$ cat src/rtl/find_keypoints_ms.sv
// Multi-scale DoG keypoint finder: scans interior pixels, tests each middle level for a strict
// 3x3x3 extremum above a contrast threshold and writes {level, y, x} words to a keypoint BRAM.
module find_keypoints_ms #(
  parameter int          BIT_DEPTH    = 8,
  parameter int          WIDTH        = 4,
  parameter int          HEIGHT       = 4,
  parameter int          NUM_LEVELS   = 3,
  parameter int unsigned THRESHOLD    = 0,
  parameter int          READ_LATENCY = 2,
  parameter int          KEY_DEPTH    = WIDTH * HEIGHT,
  localparam int         AW           = $clog2(WIDTH * HEIGHT),
  localparam int         XW           = $clog2(WIDTH),
  localparam int         YW           = $clog2(HEIGHT),
  localparam int         LW           = $clog2(NUM_LEVELS),
  localparam int         KW           = $clog2(KEY_DEPTH + 1),
  localparam int         KAW          = (KEY_DEPTH > 1) ? $clog2(KEY_DEPTH) : 1
) (
  input  logic                            clk,
  input  logic                            rst_in,
  input  logic                            start,
  output logic [AW-1:0]                   dog_read_addr,
  input  logic [NUM_LEVELS*BIT_DEPTH-1:0] dog_data,
  output logic [KAW-1:0]                  key_write_addr,
  output logic                            key_wea,
  output logic [LW+YW+XW-1:0]             keypoint_out,
  output logic [KW-1:0]                   keypoint_count,
  output logic                            overflow,
  output logic                            keypoints_done
);

  typedef enum logic [2:0] {StIdle, StRead, StDrain, StEmit, StAdvance, StDone} state_e;

  state_e                        r_state, w_state_next;
  logic [XW-1:0]                 r_x;
  logic [YW-1:0]                 r_y;
  logic [3:0]                    r_idx;
  logic [7:0]                    r_drain;
  logic [LW-1:0]                 r_lvl;
  logic [AW-1:0]                 r_addr;
  logic [KW-1:0]                 r_count;
  logic                          r_ovf;
  logic                          r_pipe_vld [READ_LATENCY];
  logic [3:0]                    r_pipe_idx [READ_LATENCY];
  logic signed [BIT_DEPTH-1:0]   r_center   [NUM_LEVELS-2];
  logic [NUM_LEVELS-3:0]         r_is_max, r_is_min;

  logic signed [BIT_DEPTH-1:0]   w_dog [NUM_LEVELS];
  logic                          w_ret_vld;
  logic [3:0]                    w_ret_idx;
  logic signed [BIT_DEPTH-1:0]   w_center_sel;
  logic signed [BIT_DEPTH:0]     w_ext;
  logic [BIT_DEPTH:0]            w_abs;
  logic                          w_extremum, w_hit, w_room, w_write;
  logic                          w_last;
  logic [XW-1:0]                 w_x_adv;
  logic [YW-1:0]                 w_y_adv;

  // Read index 0 is the center; 1..8 are the neighbors in raster order skipping (0, 0).
  function automatic logic [AW-1:0] addr_of(input int x, input int y, input int k);
    int n, dx, dy;
    n  = (k == 0) ? 4 : ((k <= 4) ? k - 1 : k);
    dx = (n % 3) - 1;
    dy = (n / 3) - 1;
    return AW'((y + dy) * WIDTH + x + dx);
  endfunction

  always_comb begin
    for (int l = 0; l < NUM_LEVELS; l++) w_dog[l] = dog_data[l*BIT_DEPTH +: BIT_DEPTH];
    w_ret_vld = r_pipe_vld[READ_LATENCY-1];
    w_ret_idx = r_pipe_idx[READ_LATENCY-1];
  end

  always_comb begin
    w_center_sel = r_center[0];
    w_extremum   = 1'b0;
    for (int m = 0; m < NUM_LEVELS - 2; m++) begin
      if (int'(r_lvl) == m + 1) begin
        w_center_sel = r_center[m];
        w_extremum   = r_is_max[m] | r_is_min[m];
      end
    end
    // One extra bit so |-2^(BIT_DEPTH-1)| does not wrap.
    w_ext   = (BIT_DEPTH + 1)'(w_center_sel);
    w_abs   = w_ext[BIT_DEPTH] ? unsigned'(-w_ext) : unsigned'(w_ext);
    w_hit   = w_extremum && (32'(w_abs) >= THRESHOLD);
    w_room  = r_count < KW'(KEY_DEPTH);
    w_write = (r_state == StEmit) && w_hit && w_room;
  end

  always_comb begin
    w_last = (r_x == XW'(WIDTH - 2)) && (r_y == YW'(HEIGHT - 2));
    if (r_x == XW'(WIDTH - 2)) begin
      w_x_adv = XW'(1);
      w_y_adv = r_y + YW'(1);
    end else begin
      w_x_adv = r_x + XW'(1);
      w_y_adv = r_y;
    end
  end

  always_comb begin
    w_state_next = r_state;
    unique case (r_state)
      StIdle, StDone: if (start) w_state_next = StRead;
      StRead:         if (r_idx == 4'd8) w_state_next = StDrain;
      StDrain:        if (r_drain == 8'(READ_LATENCY - 1)) w_state_next = StEmit;
      StEmit:         if (int'(r_lvl) == NUM_LEVELS - 2) w_state_next = StAdvance;
      StAdvance:      w_state_next = w_last ? StDone : StRead;
      default:        w_state_next = StIdle;
    endcase
  end

  always_ff @(posedge clk) begin
    if (rst_in) r_state <= StIdle;
    else        r_state <= w_state_next;
  end

  always_ff @(posedge clk) begin
    if (rst_in) begin
      r_x      <= '0;
      r_y      <= '0;
      r_idx    <= '0;
      r_drain  <= '0;
      r_lvl    <= '0;
      r_addr   <= '0;
      r_count  <= '0;
      r_ovf    <= 1'b0;
      r_is_max <= '0;
      r_is_min <= '0;
      for (int i = 0; i < READ_LATENCY; i++) begin
        r_pipe_vld[i] <= 1'b0;
        r_pipe_idx[i] <= '0;
      end
      for (int m = 0; m < NUM_LEVELS - 2; m++) r_center[m] <= '0;
    end else begin
      r_pipe_vld[0] <= (r_state == StRead);
      r_pipe_idx[0] <= r_idx;
      for (int i = 1; i < READ_LATENCY; i++) begin
        r_pipe_vld[i] <= r_pipe_vld[i-1];
        r_pipe_idx[i] <= r_pipe_idx[i-1];
      end

      if (w_ret_vld) begin
        for (int m = 0; m < NUM_LEVELS - 2; m++) begin
          if (w_ret_idx == 4'd0) begin
            r_center[m] <= w_dog[m+1];
            r_is_max[m] <= (w_dog[m+1] > w_dog[m]) && (w_dog[m+1] > w_dog[m+2]);
            r_is_min[m] <= (w_dog[m+1] < w_dog[m]) && (w_dog[m+1] < w_dog[m+2]);
          end else begin
            if (!((r_center[m] > w_dog[m]) && (r_center[m] > w_dog[m+1]) &&
                  (r_center[m] > w_dog[m+2]))) r_is_max[m] <= 1'b0;
            if (!((r_center[m] < w_dog[m]) && (r_center[m] < w_dog[m+1]) &&
                  (r_center[m] < w_dog[m+2]))) r_is_min[m] <= 1'b0;
          end
        end
      end

      unique case (r_state)
        StIdle, StDone: begin
          if (start) begin
            r_x     <= XW'(1);
            r_y     <= YW'(1);
            r_idx   <= '0;
            r_drain <= '0;
            r_lvl   <= LW'(1);
            r_count <= '0;
            r_ovf   <= 1'b0;
            r_addr  <= addr_of(1, 1, 0);
          end
        end
        StRead: begin
          if (r_idx != 4'd8) begin
            r_idx  <= r_idx + 4'd1;
            r_addr <= addr_of(int'(r_x), int'(r_y), int'(r_idx) + 1);
          end else begin
            r_drain <= '0;
          end
        end
        StDrain: begin
          r_drain <= r_drain + 8'd1;
          r_lvl   <= LW'(1);
        end
        StEmit: begin
          r_lvl <= r_lvl + LW'(1);
          if (w_hit) begin
            if (w_room) r_count <= r_count + KW'(1);
            else        r_ovf   <= 1'b1;
          end
        end
        StAdvance: begin
          if (!w_last) begin
            r_x    <= w_x_adv;
            r_y    <= w_y_adv;
            r_idx  <= '0;
            r_addr <= addr_of(int'(w_x_adv), int'(w_y_adv), 0);
          end
        end
        default: ;
      endcase
    end
  end

  assign dog_read_addr  = r_addr;
  assign key_wea        = w_write;
  assign key_write_addr = w_write ? KAW'(r_count) : '0;
  assign keypoint_out   = w_write ? {r_lvl, r_y, r_x} : '0;
  assign keypoint_count = r_count;
  assign overflow       = r_ovf;
  assign keypoints_done = (r_state == StDone);

endmodule
$ cat config.mk
export PLATFORM = sky130hd
export DESIGN_NAME = find_keypoints_ms
export DESIGN_NICKNAME = d
export VERILOG_FILES = /design/src/rtl/find_keypoints_ms.sv
export SDC_FILE = /design/constraint.sdc
export NUM_CORES = 1
export LEC_CHECK = 0
export BUFFER_PORTS_ARGS = -buffer_cell sky130_fd_sc_hd__buf_4
export CAP_MARGIN = 40
export CELL_PAD_IN_SITES_DETAIL_PLACEMENT = 1
export CELL_PAD_IN_SITES_GLOBAL_PLACEMENT = 1
export CORE_MARGIN = 4
export CORE_UTILIZATION = 30
export DETAILED_ROUTE_END_ITERATION = 6
export GPL_TIMING_DRIVEN = 1
export PLACE_DENSITY_LB_ADDON = 0.1
export SLEW_MARGIN = 10
export SYNTH_ARGS = -nofsm -noshare
export SYNTH_HDL_FRONTEND = slang
export SYNTH_SLANG_ARGS = --single-unit
$ cat constraint.sdc
create_clock -name clk -period 6.3 [get_ports clk]
set_input_delay 0.315 -clock clk [delete_from_list [all_inputs] [get_ports clk]]
set_output_delay 0.315 -clock clk [all_outputs]
set_load 0.005 [all_outputs]
; ---- Yosys cells after proc, flatten, opt, wreduce, memory -nomap -nowiden
; Memories as Yosys holds them, arrays and structs flattened.
; Cells that the tools add are included.
[classes]
addsub = 14
div_mod_pow = 2
n_lt_le_gt_ge = 12
eq_ne = 23
muxes = 55
bitwise_logic = 5
n_reduce_logical = 28
[ops]
columns = cell, count
row1 = 32-bit 2-to-1 mux, 2
row2 = 8-bit greater-than comparator, 5
row3 = 8-bit < comparator, 5
row4 = 4-bit 2-to-1 mux, 9
row5 = "32-bit by 3-bit divider with 32-bit output, second input constant", 1
row6 = 32-bit zero test, 1
row7 = "32-bit by 3-bit remainder unit with 32-bit output, second input constant", 1
row8 = 8-bit 2-to-1 mux, 3
row9 = 4-bit one-hot mux with 3 select lines, 2
row10 = 8-bit one-hot mux with 3 select lines, 1
row11 = "2-bit inequality test, second input constant", 10
row12 = 1-bit 2-to-1 mux, 18
row13 = 4-bit AND reduction, 4
row14 = 3-bit 2-to-1 mux, 5
row15 = 5-bit 2-to-1 mux, 3
row16 = 3-bit one-hot mux with 5 select lines, 1
row17 = 2-bit 2-to-1 mux, 5
row18 = 5-bit one-hot mux with 2 select lines, 1
row19 = 1-bit logical AND, 9
row20 = 3-bit nonzero test, 3
row21 = "8-bit by 1-bit adder with 8-bit output, second input constant", 1
row22 = "8-bit by 1-bit equality test with 1-bit output, second input constant", 1
row23 = 2-bit one-hot mux with 2 select lines, 2
row24 = 8-bit OR reduction, 1
row25 = other kinds (30), 45
[totals]
reg_bits = 33
mem_bits_rw = 18
inputBits = 27
out_inout_bits = 22
elab_cells = 153
mem_count = 3
[memory_table]
columns = name, words, width, read_ports, rd_ports_with_merged_regs, wr, line_no
row1 = r_center, 1, 8, 1, 0, 1, 44  ; logic signed [BIT_DEPTH-1:0] r_center [NUM_LEVELS-2];
row2 = r_pipe_idx, 2, 4, 2, 0, 2, 43  ; logic [3:0] r_pipe_idx [READ_LATENCY];
row3 = r_pipe_vld, 2, 1, 2, 0, 2, 42  ; logic r_pipe_vld [READ_LATENCY];

; ---- Logic depth before layout (Yosys ltp)
[depth]
ltp_word = 11
ltp_mapped = 33
mapped_depth_nobuf = 31

; ---- Least setup slack after synthesis
; OpenSTA, ideal clock, no wires.
[synth_path]
path_type = register to register
start = register r_idx[0]
end = register r_addr[3], in the netlist dog_read_addr[3]
setup_ps = 127
t_arrival_ps = 6418
required_ps = 6173
path_slack_ps = -245
stages_incl_launch_ff = 34
n_path_buf = 2
path_cell_list = dfxtp_1 ha_1 buf_2 nand2b_1 a22o_1 o21ai_0 xnor2_1 nand2_1 ha_1 inv_1 o2111a_2 mux2_4 xnor2_1 nor2_1 ha_1 clkbuf_1 nor3_1 a21oi_1 ha_1 a2111oi_4 mux2i_1 ha_1 o21ai_1 ha_1 inv_1 ha_1 inv_1 fa_1 xnor2_1 xnor2_1 xnor2_1 and3_1 o221a_1 or3_1
[synth_between]
elab_chain_cells = 11
word_cells_on_any_way = 18
cone_classes = add/sub: 7 / div: 2 / order compare: 1 / eq/ne: 2 / mux: 4 / reduce/logical: 2
[synth_rtl]
columns = item, line_no
row1 = from (decl), 36  ; logic [3:0] r_idx;
row2 = from (signal assigned), 173  ; r_idx <= r_idx + 4'd1;
row3 = 4-bit by 1-bit adder with 5-bit output, 174  ; r_addr <= addr_of(int'(r_x), int'(r_y), int'(r_idx) + 1);
row4 = 5-bit by 1-bit subtractor with 6-bit output / 5-bit by 3-bit less-or-equal comparator with 1-bit output (equally long branches), 61  ; n = (k == 0) ? 4 : ((k <= 4) ? k - 1 : k);
row5 = 32-bit 2-to-1 mux (2 in a row), 61
row6 = 32-bit by 3-bit divider with 32-bit output, 63  ; dy = (n / 3) - 1;
row7 = 2-bit subtractor, 63
row8 = 2-bit adder, 64  ; return AW'((y + dy) * WIDTH + x + dx);
row9 = 4-bit by 3-bit adder with 4-bit output, 64
row10 = 4-bit adder, 64
row11 = 4-bit 2-to-1 mux, 172  ; if (r_idx != 4'd8) begin
row12 = 4-bit one-hot mux with 3 select lines, 158  ; unique case (r_state)
row13 = to (signal assigned), 168  ; r_addr <= addr_of(1, 1, 0);
row14 = to (signal assigned), 174
row15 = to (signal assigned), 195  ; r_addr <= addr_of(int'(w_x_adv), int'(w_y_adv), 0);
row16 = to (decl), 39  ; logic [AW-1:0] r_addr;
; Several ways; a longest one is shown, not always the timed one. The select of a mux whose other input is x is not followed.
; A chain may end at the register's enable or synchronous reset.

; ---- Worst setup path after layout
[layout_path]
start = register r_idx[1]
end = register r_addr[3], in the netlist dog_read_addr[3]
; Same word-level chain as after synthesis.

==> flow_metrics.tcl <==
set metrics [dict create \
    cts_hold_buf 0 \
    syn_nets 614 \
    rows 43 \
    cts_htree_levels 2 \
    synth-edff-count 8 \
    reg2reg_slack_ns 0.01 \
    grt_usage 0.1548 \
    drcViolationCount 0 \
    io_pins 49 \
    grt_pass1_wl_microns 20610 \
    yosys_warnings 0 \
    dieArea_sq_um 16090 \
    critPathKind "reg2reg" \
    p_leak_nw 2.306 \
    clock_latency_ns 0.29 \
    fin_worst_skew_ns 0.006636 \
    routed_wl_microns 12050 \
    hpwlAfterDp_microns 9776 \
    crit_fanout 5 \
    nNetsFinal 679 \
    drt-vias-per-instance 5.085 \
    dr.first_iter.drc_count 149 \
    fillCellCount 1682 \
    post-route-period-util 0.9984 \
    syn_avg_cell_area_sq_um 8.011 \
    synth_top_area_cell "dfxtp_1" \
    crit_slowest_cell "dfxtp_4" \
    ctsRootBufferMaster "clkbuf_16" \
    grt_max_degree 41 \
    final_common_cell "buf_4" \
    ys_seq_area_frac 0.2598 \
    drive_gt1_frac 0.2067 \
    place.gp.congestion 0.8122 \
    dp_cells 765 \
    max-cap-violations 0 \
    die-height_microns 126.9 \
    synth_async_sr_flop_share 0 \
    start_util 0.3053 \
    synth-main-ff-cell "dfxtp_1" \
    setup_viol 0 \
    wl_per_cell_microns 15.55 \
    worstPathArrival_ns 6.47 \
    worstHoldPathType "reg2reg" \
    synth_area_leaders "dfxtp_1, ha_1, edfxtp_1, nor2_1, a21oi_1" \
    synthesis.instances 529 \
    clock_sinks 51 \
    synth.distinct_cells 71 \
    cellPowerDensity_nw_per_um2 193.7 \
    crit_family "adder cells" \
    grt_pass1_vias 4246 \
    antenna_left 0 \
    area_growth_pct 23.59 \
    core_area_sq_um 13880 \
    relSlewSlack 0.4414 \
    first_pass_iters 4 \
    final_cell_mix "buf_4, nor2_1, ha_1" \
    cp-start-kind "register" \
    status "finished clean" \
    port_buffers 48 \
    cts.path.max_buffers 2 \
    dp_slack_ns -0.1610 \
    antennaDiodeCount 0 \
    yosys.area.top_type_share 0.2031 \
    crit_buf_inv 4 \
    tightestPinTransition_ns 0.8370 \
    num_vias 3941 \
    cts_tree "built" \
    clk_pin_slew_worst_paths_ns 0.07 \
    slew_violations 0 \
    slowest_delay_ns 0.39 \
    grt_antenna_before_repair 0 \
    grt_overflow 0 \
    cp.required_ns 6.48 \
    min_period_ns 6.290 \
    fp.dieW_microns 126.9 \
    rsz0062_at_grt "true" \
    hold_viol 0 \
    vdd_drop_max_mv 0.09466 \
    layout_setup_ws_ns 0.01013 \
    cp-end-kind "register" \
    synthesis.area_sq_um 4238 \
    ys_seq_elements 51 \
    fin_cells 775 \
    max_freq_mhz 159.0 \
    cts_buffers 5 \
]
## per-stage QoR
step | util | hold WS (ns) | setup TNS [ns] | cell area, sq um | total power [mW]
floorplan | - | 0.4138 | 0 | 4269 | 0.5900
global placement | 0.3577 | 0.4166 | 0 | 4965 | 0.6917
detailed placement | 0.3577 | 0.4236 | -0.1610 | 4965 | 0.7034
CTS | 0.3752 | 0.4310 | 0 | 5207 | 1.016
global route | 0.3773 | 0.4418 | -0.3848 | 5238 | 1.095
finish | 0.3773 | 0.4360 | 0 | 5238 | 1.015
## worst register-to-register path: cells and delay by family (launching register included)
family                   cells  cell delay (ns)
AND/OR/NAND/NOR              5             1.11
XOR/XNOR                     6             0.82
multiplexers                 1             0.32
flip-flops                   1             0.39
AO/OA/AOI/OAI                8             1.42
adder cells (fa/ha/maj)      8             1.76
buffers and inverters        4             0.35
## power breakdown
part	switching, mW	leakage [nW]	total (mW)	internal [mW]
logic	0.188	1.79	0.359	0.171
registers	0.0154	0.434	0.361	0.345
clock network	0.124	0.0820	0.296	0.172
total	0.327	2.31	1.01	0.688
## registers in the layout, indices dropped and copies added, names as in the netlist, 3 cells and up
register / count
r_drain: 8
r_state: 3
dog_read_addr: 4
r_idx: 4
r_pipe_idx: 8
keypoint_count: 5
r_center: 8
## final cells by class
class | count | area [sq um] | share of cell area
clock buffer | 6 | 150.1 | 0.02867
clock inverter | 2 | 13.76 | 0.002628
inverter | 49 | 183.9 | 0.03512
multi-input combinational | 408 | 2952 | 0.5635
sequential | 51 | 1109 | 0.2117
tap | 180 | 225.2 | 0.04300
timing repair buffer | 79 | 604.3 | 0.1154
## synth_stat cells (9+ instances only)
cell type  number
and2_1         11
o21a_1         14
nor2b_1        20
xnor2_1        14
nor2_1         56
clkbuf_1       14
nand3_1        13
dfxtp_1        43
o21ai_0        25
nand4_1         9
ha_1           57
nand2_1        30
a21oi_1        36
inv_1          47
nor3_1         25
## path summary, 6_finish.rpt
path / startpoint / to / cells past startpoint
hold reg to reg: r_pipe_idx[0][2] / r_pipe_idx[0][6] / 1
setup / recovery: r_idx[1] / dog_read_addr[3] / 32
setup reg to reg: r_idx[1] / dog_read_addr[3] / 32
hold / removal: r_pipe_idx[0][2] / r_pipe_idx[0][6] / 1
## per-layer routing
metal	track usage	routed length (microns)
met5	0	0
met4	0.03407	105
met3	0.02063	289
met2	0.2793	5948
met1	0.1961	5707
## logic make-up (layout without fill, tap and decap cells)
group	Yosys count	in the layout	synth area share
AO/OA/AOI/OAI	129	129	0.2061
multiplexers	5	5	0.01417
AND/OR/NAND/NOR	192	192	0.2265
buffers and inverters	70	136	0.06584
XOR/XNOR	24	24	0.05462
adder cells (fa/ha/maj)	58	58	0.1730
flip-flops	51	51	0.2598
## repair_timing
item | CTS | global route
setup endpoints to repair | 1 | 1
pin swaps | 13 | 8
gates resized for setup | 16 | 7
buffers inserted | 2 | 0
Power figures use the tool's default switching activity.
